`src/rtl/disp_pkg.sv`:
```
// Shared constants and types for the multiplexed 8-digit hex display scanner.
package disp_pkg;

  localparam int unsigned NUM_DIGITS = 8;
  localparam int unsigned NIBBLE_W   = 4;
  localparam int unsigned DATA_W     = NUM_DIGITS * NIBBLE_W;
  localparam logic [NUM_DIGITS-1:0] AN_OFF = 8'hFF;

  typedef logic [$clog2(NUM_DIGITS)-1:0] digit_idx_t;

  localparam digit_idx_t LAST_DIGIT = digit_idx_t'(NUM_DIGITS - 1);

  // Position of the most significant non-zero nibble; 0 when the value is zero.
  function automatic digit_idx_t msd_index(input logic [DATA_W-1:0] v);
    digit_idx_t m;
    m = '0;
    for (int k = 0; k < NUM_DIGITS; k++) begin
      if (v[k*NIBBLE_W +: NIBBLE_W] != '0) m = digit_idx_t'(k);
    end
    return m;
  endfunction

endpackage

```
`src/rtl/scan_prescaler.sv`:
```
// Free-running 0..PRESCALE-1 counter; tick is high in the terminal count cycle.
module scan_prescaler #(
  parameter int unsigned PRESCALE = 100000
) (
  input  logic clk,
  input  logic rst_n,
  output logic tick
);

  localparam int unsigned CW = (PRESCALE > 1) ? $clog2(PRESCALE) : 1;
  localparam logic [CW-1:0] TERM = CW'(PRESCALE - 1);

  logic [CW-1:0] cnt_q, cnt_d;

  assign tick = (cnt_q == TERM);

  always_comb begin
    cnt_d = tick ? '0 : cnt_q + CW'(1);
  end

  always_ff @(posedge clk or negedge rst_n) begin
    if (!rst_n) cnt_q <= '0;
    else        cnt_q <= cnt_d;
  end

endmodule

```
`src/rtl/disp_scan.sv`:
```
// 8-digit multiplexed display scanner with double-buffered, frame-aligned data loads.
// Optional leading-zero blanking is enabled by defining DISP_SCAN_LZ_BLANK_EN.
module disp_scan
  import disp_pkg::*;
#(
  parameter int unsigned PRESCALE = 100000
) (
  input  logic                  clk,
  input  logic                  rst_n,
  input  logic [DATA_W-1:0]     data_in,
  input  logic                  data_valid,
  output logic                  data_ready,
  input  logic                  blank,
  output logic [NIBBLE_W-1:0]   bcd,
  output logic [NUM_DIGITS-1:0] an,
  output logic                  frame_done
);

  logic tick;
  logic boundary;

  digit_idx_t                idx_q, idx_d;
  logic [DATA_W-1:0]         active_q, active_d;
  logic [DATA_W-1:0]         pend_data_q, pend_data_d;
  logic                      pending_q, pending_d;
  logic [NIBBLE_W-1:0]       bcd_q, bcd_d;
  logic [NUM_DIGITS-1:0]     an_q, an_d;
  logic                      frame_done_q;
  logic                      blank_q;

  logic [NIBBLE_W-1:0]       nib [NUM_DIGITS];
  logic [NUM_DIGITS-1:0]     sel_n;
  logic [NUM_DIGITS-1:0]     lz_mask;

  scan_prescaler #(.PRESCALE(PRESCALE)) u_prescaler (
    .clk  (clk),
    .rst_n(rst_n),
    .tick (tick)
  );

  assign boundary = tick && (idx_q == LAST_DIGIT);

  always_comb begin
    idx_d       = tick ? idx_q + digit_idx_t'(1) : idx_q;
    active_d    = active_q;
    pending_d   = pending_q;
    pend_data_d = pend_data_q;
    // Promotion looks at pending as it stood before this cycle, so a load
    // accepted in the boundary cycle waits for the following frame.
    if (boundary && pending_q) begin
      active_d  = pend_data_q;
      pending_d = 1'b0;
    end
    if (data_valid && !pending_q) begin
      pending_d   = 1'b1;
      pend_data_d = data_in;
    end
  end

  generate
    for (genvar gi = 0; gi < NUM_DIGITS; gi++) begin : g_digit
      assign nib[gi]   = active_d[gi*NIBBLE_W +: NIBBLE_W];
      assign sel_n[gi] = (idx_d != digit_idx_t'(gi));
`ifdef DISP_SCAN_LZ_BLANK_EN
      assign lz_mask[gi] = (digit_idx_t'(gi) > msd_index(active_d));
`else
      assign lz_mask[gi] = 1'b0;
`endif
    end
  endgenerate

  always_comb begin
    bcd_d = tick ? nib[idx_d] : bcd_q;
    // Anodes refresh on a tick, and also right after blank falls so the
    // current digit reappears without waiting for the next slot.
    if (blank)                an_d = AN_OFF;
    else if (tick || blank_q) an_d = sel_n | lz_mask;
    else                      an_d = an_q;
  end

  always_ff @(posedge clk or negedge rst_n) begin
    if (!rst_n) begin
      idx_q        <= '0;
      active_q     <= '0;
      pend_data_q  <= '0;
      pending_q    <= 1'b0;
      bcd_q        <= '0;
      an_q         <= AN_OFF;
      frame_done_q <= 1'b0;
      blank_q      <= 1'b0;
    end else begin
      idx_q        <= idx_d;
      active_q     <= active_d;
      pend_data_q  <= pend_data_d;
      pending_q    <= pending_d;
      bcd_q        <= bcd_d;
      an_q         <= an_d;
      frame_done_q <= boundary;
      blank_q      <= blank;
    end
  end

  assign data_ready = ~pending_q;
  assign bcd        = bcd_q;
  assign an         = an_q;
  assign frame_done = frame_done_q;

endmodule

```
`config.mk`:
```
export PLATFORM = sky130hd
export DESIGN_NAME = disp_scan
export DESIGN_NICKNAME = d
export VERILOG_FILES = /design/src/rtl/disp_pkg.sv /design/src/rtl/scan_prescaler.sv /design/src/rtl/disp_scan.sv
export SDC_FILE = /design/constraint.sdc
export NUM_CORES = 1
export LEC_CHECK = 0
export BUFFER_PORTS_ARGS = -buffer_cell sky130_fd_sc_hd__buf_2
export CAP_MARGIN = 0
export CORE_MARGIN = 10
export CORE_UTILIZATION = 25
export CTS_BUF_LIST = sky130_fd_sc_hd__clkbuf_8
export CTS_CLUSTER_DIAMETER = 80
export DETAILED_ROUTE_END_ITERATION = 8
export PLACE_DENSITY_LB_ADDON = 0.08
export SLEW_MARGIN = 40
export SYNTH_ARGS = -nofsm -noshare
export SYNTH_HDL_FRONTEND = slang
export SYNTH_SLANG_ARGS = --single-unit
```
`constraint.sdc`:
```
create_clock -name clk -period 2.22 [get_ports clk]
set_clock_uncertainty 0.2 [all_clocks]
set_input_delay 0.111 -clock clk [delete_from_list [all_inputs] [get_ports clk]]
set_output_delay 0.111 -clock clk [all_outputs]
set_load 0.05 [all_outputs]
```
==> impl_metrics.py <==
metrics = {
    "sta": {
        "hold_viol_final": 0,
        "final.min_clock_period_ps": 2190,
        "setup_viol": 0,
        "worst_pin_slew_ps": 512,
        "drv_slew": 0,
        "fin_crit_sh_pct": 98.7,
        "rsz0062_at_grt": "true",
        "max_freq_mhz": 456,
        "slew_headroom_pct": 65.9,
        "fin_ws_ps": 28.3,
    },
    "route": {
        "via_count": 3007,
        "drtIter0Drc": 121,
        "viasPerCell": 4.31,
        "wl_um": 10800,
        "drc": 0,
        "drt_first_pass_iters": 6,
        "wl_per_cell_um": 15.4,
        "antenna_left": 0,
    },
    "synthesis": {
        "syn_nets": 369,
        "synth_area_per_cell_um2": 13.5,
        "ys.flop_type": "dfrtp_1",
        "synth-seq-cells": 99,
        "synth_top_area_share_pct": 51.3,
        "synth.largest_area_cell": "dfrtp_1",
        "ys_top_cells_by_area": "dfrtp_1 51%, mux2_2 8.9%, mux2_4 6.4%",
        "async_flop_share_pct": 100,
        "synth-edff-count": 0,
        "ys_seq_area_share_pct": 56.0,
        "syn_inst": 330,
        "synth_cell_types": 42,
        "syn_area_um2": 4440,
        "yosys_warnings": 0,
    },
    "clock_network": {
        "clk_latency_ps": 380,
        "cts.clk_slew.worst_paths_ps": 100,
        "cts.path.max_buffers": 2,
        "cts_tree": "done",
        "h-tree-depth": 3,
        "cts_buffers": 9,
        "clk_root_buffer_cell": "clkbuf_8",
        "cts_sinks": 99,
    },
    "floorplan": {
        "start_util_pct": 25.6,
        "core_um2": 17400,
        "die_y_um": 153,
        "die_area_um2": 23500,
        "num_io_pins": 50,
        "die_x_um": 153,
        "num_rows": 48,
    },
    "run": {
        "max_cap_violations": 0,
    },
    "worst_hold_path": {
        "worstHoldPathType": "input port to asynchronous set/reset pin",
    },
    "layout": {
        "multi_input_area_um2": 1910,
        "seqCellArea_um2": 2490,
        "insertedDiodeCount": 0,
        "fin_nets": 507,
        "fillCellCount": 1715,
        "drive_gt1_share_pct": 45.7,
        "syn_to_final_growth_pct": 36.1,
        "fin_util_pct": 34.8,
    },
    "place": {
        "place.gp.congestion": 0.758,
        "dp_worst_setup_slack_ps": -108,
        "portBuffers": 49,
        "dp_hpwl_um": 7660,
    },
    "power": {
        "pwr_density_cell_nw_per_um2": 557,
        "swShare_pct": 23.8,
        "ir_worst_vdd_mv": 0.336,
        "combPwrFrac_pct": 6.2,
        "clkPwrFrac_pct": 36.0,
        "p_int_w": 0.00257,
        "p_seq_share_pct": 57.7,
        "power.total_w": 0.00337,
        "p_sw_w": 0.000802,
        "leakagePower_nw": 2.91,
    },
    "setup_path": {
        "cp.arrival_ps": 2260,
        "cp-end-kind": "flip-flop",
        "cp-start-kind": "flip-flop",
        "critPathKind": "flip-flop to flip-flop",
        "worstSetupStartpoint": "u_prescaler.cnt_q[8]",
        "critPathMaxFanout": 11,
        "required_ps": 2290,
        "r2r_start": "u_prescaler.cnt_q[8]",
    },
    "global_routing": {
        "grt-ovfl-total": 0,
        "grt_start_max_net_pins": 59,
        "grt.total_usage_pct": 9.62,
        "first_global_vias": 3395,
        "antenna_found_initial": 0,
        "grt_pass1_wl_um": 18200,
    },
    "status": {
        "outcome": "complete, no violations",
    },
}
timing repair:
item,4_1_cts,5_1_grt
resized for setup,10,17
setup buffers,3,2
hold buffers,36,0
endpoints found under the hold margin,129,0
pin swaps,5,4
cloned,1,0
endpoints found under the setup margin,10,28
cell type report:
class | count | area share (%)
Clock buffer | 10 | 2.28
Sequential cell | 99 | 41.2
Tap cell | 225 | 4.66
Inverter | 16 | 0.994
Multi-Input combinational cell | 201 | 31.6
Timing Repair Buffer | 141 | 18.2
Clock inverter | 6 | 1.08
flip-flops by register name (all words and copies together) (netlist names):
signal and cells:
blank_q 1, bcd 4, active_q 32, pend_data_q 32, an 8, u_prescaler.cnt_q 17
frame_done 1, pending_q 1, idx_q 3
per-stage QoR:
| stage | cells | hold WS [ps] | setup TNS, ps | cell area (um^2) |
|---|---|---|---|---|
| 4_1_cts | 697 | 60.1 | 0 | 5960 |
| 3_3_place_gp | 641 | -283 | -163 | 5330 |
| 6_report | 698 | 54.8 | 0 | 6040 |
| 2_1_floorplan | 330 | -385 | -19.0 | 4450 |
| 3_5_place_dp | 641 | -282 | -296 | 5330 |
| 5_1_grt | 698 | 100 | -870 | 6040 |
Yosys cell counts (8+ instances only):
library cell and n:
nand3_1 9, mux4_2 8, inv_1 16, nand2_1 13, a21oi_1 16, mux2_2 35
nor2_1 21, dfrtp_1 91, mux2i_1 12, mux2_4 19, dfstp_2 8, xnor2_1 9
path summary, 6_finish.rpt:
path / endpoint / slack (ps) / cells past startpoint
worst max-delay path: active_q[18] / 30 / 6
worst min-delay path: u_prescaler.cnt_q[2] / 50 / 3
worst max register to register: active_q[18] / 30 / 6
worst min register to register: active_q[1] / 290 / 2
max in group asynchronous: u_prescaler.cnt_q[13] / 1260 / 3
min in group clk: blank_q / 240 / 2
cell usage in the layout, fill, tap and decap left out, types with 5 or more instances in the layout:
cell,netlist,routed
a21oi_1,16,14
buf_2,3,48
buf_4,2,48
clkbuf_8,0,10
dfrtp_1,91,91
dfstp_2,8,8
dlygate4sd3_1,0,36
inv_1,16,16
mux2_1,6,6
mux2_2,35,35
mux2_4,19,19
mux2i_1,12,9
mux4_2,8,8
nand2_1,13,12
nand3_1,9,9
nand4_1,5,5
nor2_1,21,18
xnor2_1,9,9
xor2_1,6,6
routing by layer:
metal | routed length [um] | track usage, %
met2 | 5040 | 15.0
met4 | 153 | 3.27
met3 | 341 | 2.72
met1 | 5240 | 12.5
met5 | 0 | 0
power by group through the flow:
stage / clock [W] / sequential, W / combinational (W)
final: 0.00121 / 0.00194 / 0.000210
after global placement: 0 / 0.00198 / 0.000164
after floorplan: 0 / 0.00196 / 0.0000775
after detailed placement: 0 / 0.00198 / 0.000167
after CTS: 0.00129 / 0.00195 / 0.000217
after global routing: 0.00135 / 0.00196 / 0.000237
worst max-delay path, cell delays in order, from the launching register on:
cell     delay [ps]
dfrtp_1         420
nor4b_4         350
and4_4          340
nand3_4         140
buf_4           190
buf_12          150
mux2_4          300
kinds of logic (layout without fill, tap and decap cells):
group           Yosys count  after routing  synth area share [%]
flops                    99             99                  56.0
compound gates           34             34                  4.68
simple gates             68             69                  8.54
buf+inv                  31            173                  3.38
xor+xnor                 15             15                  2.96
fa+ha+maj                 3              3                 0.845
mux                      80             80                  23.6
No activity file was read; power rests on OpenSTA's default activity.
